==> src/rtl/z80_bus_arbiter.sv <==
// z80_bus_arbiter
//   Shares the Z80 system bus between the TV80 CPU and NREQ bus masters. It requests the
//   bus from the CPU with nBUSRQ and waits for nBUSAK. It then grants the bus to one master,
//   chosen round robin. The bus goes back to the CPU after every grant, so the CPU runs at
//   least one machine cycle between grants.
//
// Optional feature macro: Z80_ARB_TIMEOUT_EN
//   When defined, a grant is revoked after MAX_HOLD cycles and TIMEOUT pulses for one cycle.
//   When undefined, no hold counter is built, TIMEOUT is tied to 0 and MAX_HOLD is ignored.
//
// Ports
//   CLK        system clock, all logic on posedge
//   CLR        synchronous active-high reset
//   REQ        per-master bus request, held high while the master needs the bus
//   GNT        one-hot registered grant
//   OWNER      index of the granted master, valid while BUS_OWNED=1
//   BUS_OWNED  a master (not the CPU) owns the bus, equals |GNT
//   TIMEOUT    one-cycle pulse when a grant is forcibly revoked
//   nBUSRQ     active-low bus request to the CPU
//   nBUSAK     active-low bus acknowledge from the CPU, already synchronous to CLK
module z80_bus_arbiter #(
    parameter int unsigned NREQ     = 4,
    parameter int unsigned MAX_HOLD = 16
) (
    input  logic                    CLK,
    input  logic                    CLR,
    input  logic [NREQ-1:0]         REQ,
    output logic [NREQ-1:0]         GNT,
    output logic [$clog2(NREQ)-1:0] OWNER,
    output logic                    BUS_OWNED,
    output logic                    TIMEOUT,
    output logic                    nBUSRQ,
    input  logic                    nBUSAK
);

    localparam int unsigned OW = $clog2(NREQ);

    if (NREQ < 2 || NREQ > 8 || MAX_HOLD < 2) begin : gen_bad_params
        $error("z80_bus_arbiter: NREQ must be 2..8 and MAX_HOLD must be >= 2");
    end

    typedef enum logic [1:0] {StIdle, StRequest, StGrant, StRelease} state_e;

    state_e          state_q, state_d;
    logic [NREQ-1:0] gnt_q, gnt_d;
    logic [OW-1:0]   owner_q, owner_d;
    logic [OW-1:0]   rr_ptr_q, rr_ptr_d;
    logic            owned_q, owned_d;
    logic            busrq_n_q, busrq_n_d;
    logic            end_grant;

`ifdef Z80_ARB_TIMEOUT_EN
    localparam int unsigned HW = $clog2(MAX_HOLD);
    localparam logic [HW-1:0] HoldLast = HW'(MAX_HOLD - 1);

    logic [HW-1:0] hold_cnt_q, hold_cnt_d;
    logic          timeout_q, timeout_d;
`endif

    logic          any_req;
    logic [OW-1:0] win;
    logic          win_found;
    int unsigned   cand;
    logic [OW:0]   ptr_inc;
    logic [OW-1:0] ptr_after;

    assign any_req = |REQ;

    // Pointer that the next grant search starts from once the current owner lets go.
    assign ptr_inc   = {1'b0, owner_q} + 1'b1;
    assign ptr_after = (32'(ptr_inc) >= NREQ) ? '0 : ptr_inc[OW-1:0];

    // Round-robin search: first set REQ bit at or above rr_ptr, wrapping around.
    always_comb begin
        win       = '0;
        win_found = 1'b0;
        cand      = 0;
        for (int unsigned k = 0; k < NREQ; k++) begin
            cand = (32'(rr_ptr_q) + k) % NREQ;
            if (!win_found && REQ[cand[OW-1:0]]) begin
                win_found = 1'b1;
                win       = cand[OW-1:0];
            end
        end
    end

    always_comb begin
        state_d   = state_q;
        gnt_d     = gnt_q;
        owner_d   = owner_q;
        owned_d   = owned_q;
        busrq_n_d = busrq_n_q;
        rr_ptr_d  = rr_ptr_q;
        end_grant = 1'b0;
`ifdef Z80_ARB_TIMEOUT_EN
        hold_cnt_d = hold_cnt_q;
        timeout_d  = 1'b0;
`endif
        unique case (state_q)
            StIdle: begin
                if (any_req) begin
                    state_d   = StRequest;
                    busrq_n_d = 1'b0;
                end
            end
            StRequest: begin
                if (!nBUSAK && any_req) begin
                    state_d = StGrant;
                    gnt_d   = NREQ'(1) << win;
                    owner_d = win;
                    owned_d = 1'b1;
`ifdef Z80_ARB_TIMEOUT_EN
                    hold_cnt_d = '0;
`endif
                end else if (!any_req) begin
                    // Withdrawn; if the CPU already acknowledged, wait for it to let go.
                    busrq_n_d = 1'b1;
                    state_d   = nBUSAK ? StIdle : StRelease;
                end
            end
            StGrant: begin
                // nBUSAK rising mid-grant is a CPU protocol error, handled as a release.
                if (!REQ[owner_q] || nBUSAK) begin
                    end_grant = 1'b1;
`ifdef Z80_ARB_TIMEOUT_EN
                end else if (hold_cnt_q == HoldLast) begin
                    end_grant = 1'b1;
                    timeout_d = 1'b1;
                end else begin
                    hold_cnt_d = hold_cnt_q + HW'(1);
`endif
                end
                if (end_grant) begin
                    state_d   = StRelease;
                    gnt_d     = '0;
                    owned_d   = 1'b0;
                    busrq_n_d = 1'b1;
                    rr_ptr_d  = ptr_after;
                end
            end
            StRelease: begin
                if (nBUSAK) begin
                    state_d = StIdle;
                end
            end
            default: state_d = StIdle;
        endcase
    end

    always_ff @(posedge CLK) begin
        if (CLR) begin
            state_q   <= StIdle;
            gnt_q     <= '0;
            owner_q   <= '0;
            owned_q   <= 1'b0;
            busrq_n_q <= 1'b1;
            rr_ptr_q  <= '0;
`ifdef Z80_ARB_TIMEOUT_EN
            hold_cnt_q <= '0;
            timeout_q  <= 1'b0;
`endif
        end else begin
            state_q   <= state_d;
            gnt_q     <= gnt_d;
            owner_q   <= owner_d;
            owned_q   <= owned_d;
            busrq_n_q <= busrq_n_d;
            rr_ptr_q  <= rr_ptr_d;
`ifdef Z80_ARB_TIMEOUT_EN
            hold_cnt_q <= hold_cnt_d;
            timeout_q  <= timeout_d;
`endif
        end
    end

    assign GNT       = gnt_q;
    assign OWNER     = owner_q;
    assign BUS_OWNED = owned_q;
    assign nBUSRQ    = busrq_n_q;
`ifdef Z80_ARB_TIMEOUT_EN
    assign TIMEOUT   = timeout_q;
`else
    assign TIMEOUT   = 1'b0;
`endif

endmodule

==> config.mk <==
export PLATFORM = sky130hd
export DESIGN_NAME = z80_bus_arbiter
export DESIGN_NICKNAME = d
export VERILOG_FILES = /design/src/rtl/z80_bus_arbiter.sv
export SDC_FILE = /design/constraint.sdc
export NUM_CORES = 1
export LEC_CHECK = 0
export CAP_MARGIN = 20
export CORE_UTILIZATION = 53
export CTS_CLUSTER_DIAMETER = 200
export DETAILED_ROUTE_END_ITERATION = 6
export HOLD_SLACK_MARGIN = 0.02
export PLACE_DENSITY = 0.84
export SLEW_MARGIN = 10
export SYNTH_ARGS = -nofsm -noshare
export SYNTH_HDL_FRONTEND = slang
export SYNTH_SLANG_ARGS = --single-unit
==> constraint.sdc <==
create_clock -name CLK -period 4.6 [get_ports CLK]
set_clock_uncertainty 0.1 [all_clocks]
set_input_delay 0.92 -clock CLK [delete_from_list [all_inputs] [get_ports CLK]]
set_output_delay 0.92 -clock CLK [all_outputs]
set_load 0.005 [all_outputs]
==> results.toml, run 1 <==
[floorplan]
start_util_pct = 58.94
core-area_mm2 = 0.001350
die_y_um = 40.75
dieArea_mm2 = 0.001661
rows = 13
io_pins = 16
dieWidth_um = 40.75

[synth]
async_flop_share_pct = 0
synthMuxAreaShare_pct = 10.22
syn-num-nets = 102
synth_compound_gate_area_share_pct = 21.54
synth_edf_count = 0
synthAdderAreaFrac_pct = 11.01
yosysWarnings = 0
yosysSeqAreaShare_pct = 30.19
synth_area_per_cell_um2 = 9.043
yosysUniqueCellTypes = 34
synthFlopType = "dfxtp_1"
synth-xor-area-share_pct = 0
synth_top_family_by_area = "simple AND/OR/NAND/NOR gates"
syn-cell-area_um2 = 795.8
synthTopCellsByArea = "dfxtp_1 30%, ha_1 11%, mux2i_1 8.8%, a21oi_1 6.9%, nor2_1 2.8%"
synth.largest_area_cell = "dfxtp_1"
synth-simple-area-share_pct = 22.80
syn_inst = 88
synth_top_cell_area_share_pct = 30.19
synth-seq-cells = 12

[route]
wire_per_inst_um = 13.20
firstDrtPassIters = 4
vias_per_cell = 5.729
remaining_drc_errors = 0
wirelength_um = 1558
drtAntennaViolNets = 0
num_vias = 676
drtIter0Drc = 8

[worst_setup_path]
critPathLaunchType = "input pin"
critPathCaptureType = "flip-flop"
worstPathRequired_ps = 4690
startpoint = "REQ[0]"
critical_path_class = "input pin to flip-flop"
cp_top_family = "simple AND/OR/NAND/NOR gates"
crit_arrival_ps = 2920
max_stage_delay_ps = 550
critical_path.cell_chain = "clkdlybuf4s50_1, nor4_4, mux2i_1, a22oi_1, or3_1, a21oi_1"
crit_fanout = 6
r2r-start = "state_q[0]"
worst-path-buf-inv = 1
crit_slowest_cell = "clkdlybuf4s50_1"

[clock_network]
cts.sinks = 12
cts_tree = "built"
htree_levels = 1
numCtsBuffers = 3
clk_latency_ps = 270
ctsRootBufferMaster = "clkbuf_4"
hold_buffers = 0
clockBufferDepth = 2
cts_repair_resize_count = 0
post_cts_buffers = 0
cts.clk_slew.worst_paths_ps = 70

[finish]
fillers = 104
seqCellArea_um2 = 240.2
diodes = 0
final_common_cell = "clkdlybuf4s50_1"
syn_to_final_growth_pct = 21.38
multiInputGateArea_um2 = 525.5
instances_no_fill = 118
finalNetCount = 119
most-common-layout-cells = "14 x clkdlybuf4s50_1, 12 x dfxtp_1, 11 x a21oi_1, 7 x mux2i_1, 7 x ha_1"
drive_gt1_share_pct = 8.738

[grt]
grt_pass1_vias = 573
grt_max_degree = 16
grt_pass1_wl_um = 2477
grt_util_all_layers_pct = 23.25
grt-ovfl-total = 0
antenna_found_initial = 0

[power_and_ir_drop]
powerDensity_mw_per_mm2 = 275.8
fin_total_pwr_w = 0.0002664
leakagePower_nw = 0.3409
peakVddDrop_mv = 0.2098

[sta]
period_minus_slack_ps = 2823
worst_slew_pin_slew_ps = 526.6
relSlewSlack_pct = 64.78
rsz0062_at_grt = "false"
worst_hold_slack_ps = 362.2
timing.final.hold_violations = 0
slew_viol_final = 0
finalSetupViolCount = 0
max_freq_ghz = 0.3543
finalSetupTns_ps = 0
period_share_pct = 61.37

[placement]
io_buffers = 14
gp_congestion = 0.9082
place_inst = 115
hpwl_um = 1120

[min_path]
hold_class = "flip-flop to flip-flop"
holdCritStartpoint = "GNT[0]"

[outcome]
status = "finished, final reports clean"

[job]
drv_cap = 0
==> kinds of logic after synthesis <==
logic type	after synthesis
AOI/OAI and AO/OA	25
adders and majority gates	7
buffers and inverters	7
DFF	12
muxes	8
other	1
and+or+nand+nor	28
==> metal layers <==
| layer | track usage, % | routed length, um | up-vias |
|---|---|---|---|
| met3 | 7.065 | 79 | 4 |
| li1 | - | - | 356 |
| met4 | 14.17 | 19 | 0 |
| met2 | 33.73 | 670 | 20 |
| met5 | 0 | 0 | - |
| met1 | 29.74 | 789 | 296 |
==> worst reg2reg max path, cell delays in order (launching register included) <==
cell and delay [ps]:
dfxtp_1 460, inv_1 140, ha_1 320, nand2b_1 110, o22a_1 250, nand2_2 160
or4b_1 490, a21oi_1 150
==> cell type report <==
| type | instances | area share, % |
|---|---|---|
| multi-input cells | 69 | 54.40 |
| flip-flops and latches | 12 | 24.87 |
| repair buffers | 14 | 14.51 |
| clock buffers | 3 | 2.332 |
| inverters | 5 | 1.943 |
| well taps | 15 | 1.943 |
==> final timing paths <==
check,endpoint,slack (ps),depth (start not counted)
max,state_q[0],1780,6
min,GNT[0],360,2
max reg2reg,GNT[2],2360,7
min reg2reg,GNT[0],360,2
==> synthesized netlist by cell type (2+ instances only) <==
cell type,instances
nand2b_1,2
nand2_1,2
o21ai_1,4
nor2_1,6
dfxtp_1,12
nor2b_1,2
mux2i_1,7
inv_1,5
a21oi_1,11
nor3_1,2
or4b_1,2
o31ai_1,2
nand3_1,4
ha_1,7
==> stage by stage <==
step | instance area, um^2 | utilization, % | worst slack [ps]
floorplan | 795.8 | - | 2297
global placement | 943.4 | 69.88 | 1644
detailed placement | 943.4 | 69.88 | 1529
CTS | 965.9 | 71.55 | 1804
global route | 965.9 | 71.55 | 1666
finish | 965.9 | 71.55 | 1777
==> flip-flops by register name, summed over array words and instances, names as in the netlist, named ones only <==
register,cells
OWNER,2
rr_ptr_q,2
nBUSRQ,1
GNT,4
BUS_OWNED,1
state_q,1
==> power breakdown <==
group | leakage, nW | total, W | switching (W) | internal (W)
clock | 0.0138 | 0.0000644 | 0.0000341 | 0.0000303
combinational | 0.229 | 0.0000802 | 0.0000397 | 0.0000405
sequential | 0.0976 | 0.000122 | 0.00000889 | 0.000113
Power figures use the tool's default switching activity.
==> run 2: changes to the inputs <==
--- a/config.mk
+++ b/config.mk
@@ -6,11 +6,11 @@
 export NUM_CORES = 1
 export LEC_CHECK = 0
 export CAP_MARGIN = 20
-export CORE_UTILIZATION = 53
+export CORE_UTILIZATION = 44
 export CTS_CLUSTER_DIAMETER = 200
 export DETAILED_ROUTE_END_ITERATION = 6
 export HOLD_SLACK_MARGIN = 0.02
-export PLACE_DENSITY = 0.84
+export PLACE_DENSITY = 0.75
 export SLEW_MARGIN = 10
 export SYNTH_ARGS = -nofsm -noshare
 export SYNTH_HDL_FRONTEND = slang
==> constraint.sdc (replaced) <==
create_clock -name CLK -period 2.4 [get_ports CLK]
set_clock_uncertainty 0.1 [all_clocks]
set_input_delay 0.48 -clock CLK [delete_from_list [all_inputs] [get_ports CLK]]
set_output_delay 0.48 -clock CLK [all_outputs]
set_load 0.005 [all_outputs]
==> results.toml, run 2 (synthesized netlist as in run 1, its figures left out) <==
[floorplan]
rows = 15
die_y_um = 44.53
core-area_mm2 = 0.001708
dieArea_mm2 = 0.001982
io_pins = 16
start_util_pct = 46.59
dieWidth_um = 44.53

[placement]
gp_congestion = 0.8683
hpwl_um = 1254
dpl_cell_area_mm2 = 0.001023
io_buffers = 14

[worst_setup_path]
worstPathRequired_ps = 2500
critPathLaunchType = "input pin"
critical_path_class = "input pin to flip-flop"
critPathCaptureType = "flip-flop"
crit_fanout = 6
crit_arrival_ps = 2290

[power_and_ir_drop]
powerDensity_mw_per_mm2 = 512.8
fin_total_pwr_w = 0.0005370
leakagePower_nw = 0.3837
peakVddDrop_mv = 0.3625

[sta]
finalSetupViolCount = 0
period_minus_slack_ps = 2193
max_freq_ghz = 0.4561
rsz0062_at_grt = "false"
finalSetupTns_ps = 0
timing.final.hold_violations = 0
slew_viol_final = 0
relSlewSlack_pct = 65.46
period_share_pct = 91.36
worst_slew_pin_slew_ps = 516.4
worst_hold_slack_ps = 364.3

[finish]
fin_area_mm2 = 0.001047
utilization_pct = 61.32
largest_reg_flops = 4
final_common_cell = "clkdlybuf4s50_1"
diodes = 0
finalNetCount = 128
most-common-layout-cells = "14 x clkdlybuf4s50_1, 11 x dfxtp_1, 11 x a21oi_1, 9 x buf_4"
drive_gt1_share_pct = 16.96
syn_to_final_growth_pct = 31.60

[grt]
grt_pass1_wl_um = 2780
antenna_found_initial = 0
grt_pass1_vias = 640
grt-ovfl-total = 0
grt_max_degree = 16
grt_util_all_layers_pct = 19.43

[clock_network]
htree_levels = 1
numCtsBuffers = 3
clk_latency_ps = 270
hold_buffers = 0
cts_tree = "built"
ctsRootBufferMaster = "clkbuf_4"
post_cts_buffers = 0
clockBufferDepth = 2
cts.clk_slew.worst_paths_ps = 80
cts.sinks = 12
cts_repair_resize_count = 0

[route]
drtAntennaViolNets = 0
vias_per_cell = 5.387
num_vias = 738
drtIter0Drc = 12
wire_per_inst_um = 12.20
wirelength_um = 1672
remaining_drc_errors = 0
firstDrtPassIters = 4

[job]
drv_cap = 0

[min_path]
hold_class = "flip-flop to flip-flop"

[outcome]
status = "finished, final reports clean"
==> run 2: cell count changes in the layout (fill, tap and decap cells not counted) <==
cell,change
buf_4,+9
dfxtp_1,-1
dfxtp_2,+1
==> run 2: area by class of cell <==
cell class	instances	area, um^2
Timing Repair Buffer	23	207.7
Sequential cell	12	241.5
Clock buffer	3	22.52
Multi-Input combinational cell	69	525.5
Inverter	5	18.77
Fill cell	154	660.6
Tap cell	25	31.28
==> run 2: per-layer routing <==
layer | vias up | track usage [%] | share of wire (%) | wire, um
li1 | 371 | - | - | -
met1 | 345 | 25.50 | 46 | 765
met2 | 20 | 30.59 | 49 | 816
met3 | 2 | 4.898 | 4.6 | 77
met4 | 0 | 7.273 | 0.72 | 12
met5 | - | 0 | 0 | 0
==> run 2: worst paths after layout <==
kind | startpoint | endpoint | slack (ps) | cells past startpoint
max | REQ[0] | GNT[1] | 210 | 6
min | GNT[3] | GNT[3] | 360 | 2
max reg2reg | state_q[0] | GNT[2] | 300 | 7
min reg2reg | GNT[3] | GNT[3] | 360 | 2
==> run 2: worst max-delay path, stage by stage <==
cell	delay, ps
clkdlybuf4s50_1	530
mux2i_1	200
nor2_1	80
a311oi_2	360
or4b_1	470
a21oi_1	160
==> run 2: stage by stage <==
step / worst slack, ps / cells
after floorplan: 462.5 / 88
after global placement: 17.02 / 134
after detailed placement: -67.07 / 134
after CTS: 207.8 / 137
after global routing: 53.53 / 137
final: 207.3 / 137
==> run 2: where the power goes <==
part	switching (W)	total [W]	internal, W
clock network	0.0000689	0.000127	0.0000581
registers	0.0000170	0.000234	0.000217
logic	0.0000801	0.000176	0.0000956
total	0.000166	0.000537	0.000371
==> run 3: changes to the inputs <==
--- a/config.mk
+++ b/config.mk
@@ -9,7 +9,7 @@
 export CORE_UTILIZATION = 44
 export CTS_CLUSTER_DIAMETER = 200
 export DETAILED_ROUTE_END_ITERATION = 6
-export HOLD_SLACK_MARGIN = 0.02
+export HOLD_SLACK_MARGIN = 0.15
 export PLACE_DENSITY = 0.75
 export SLEW_MARGIN = 10
 export SYNTH_ARGS = -nofsm -noshare
==> results of run 3 <==
Same layout as run 2: the final DEF is identical, and so are final timing and power.
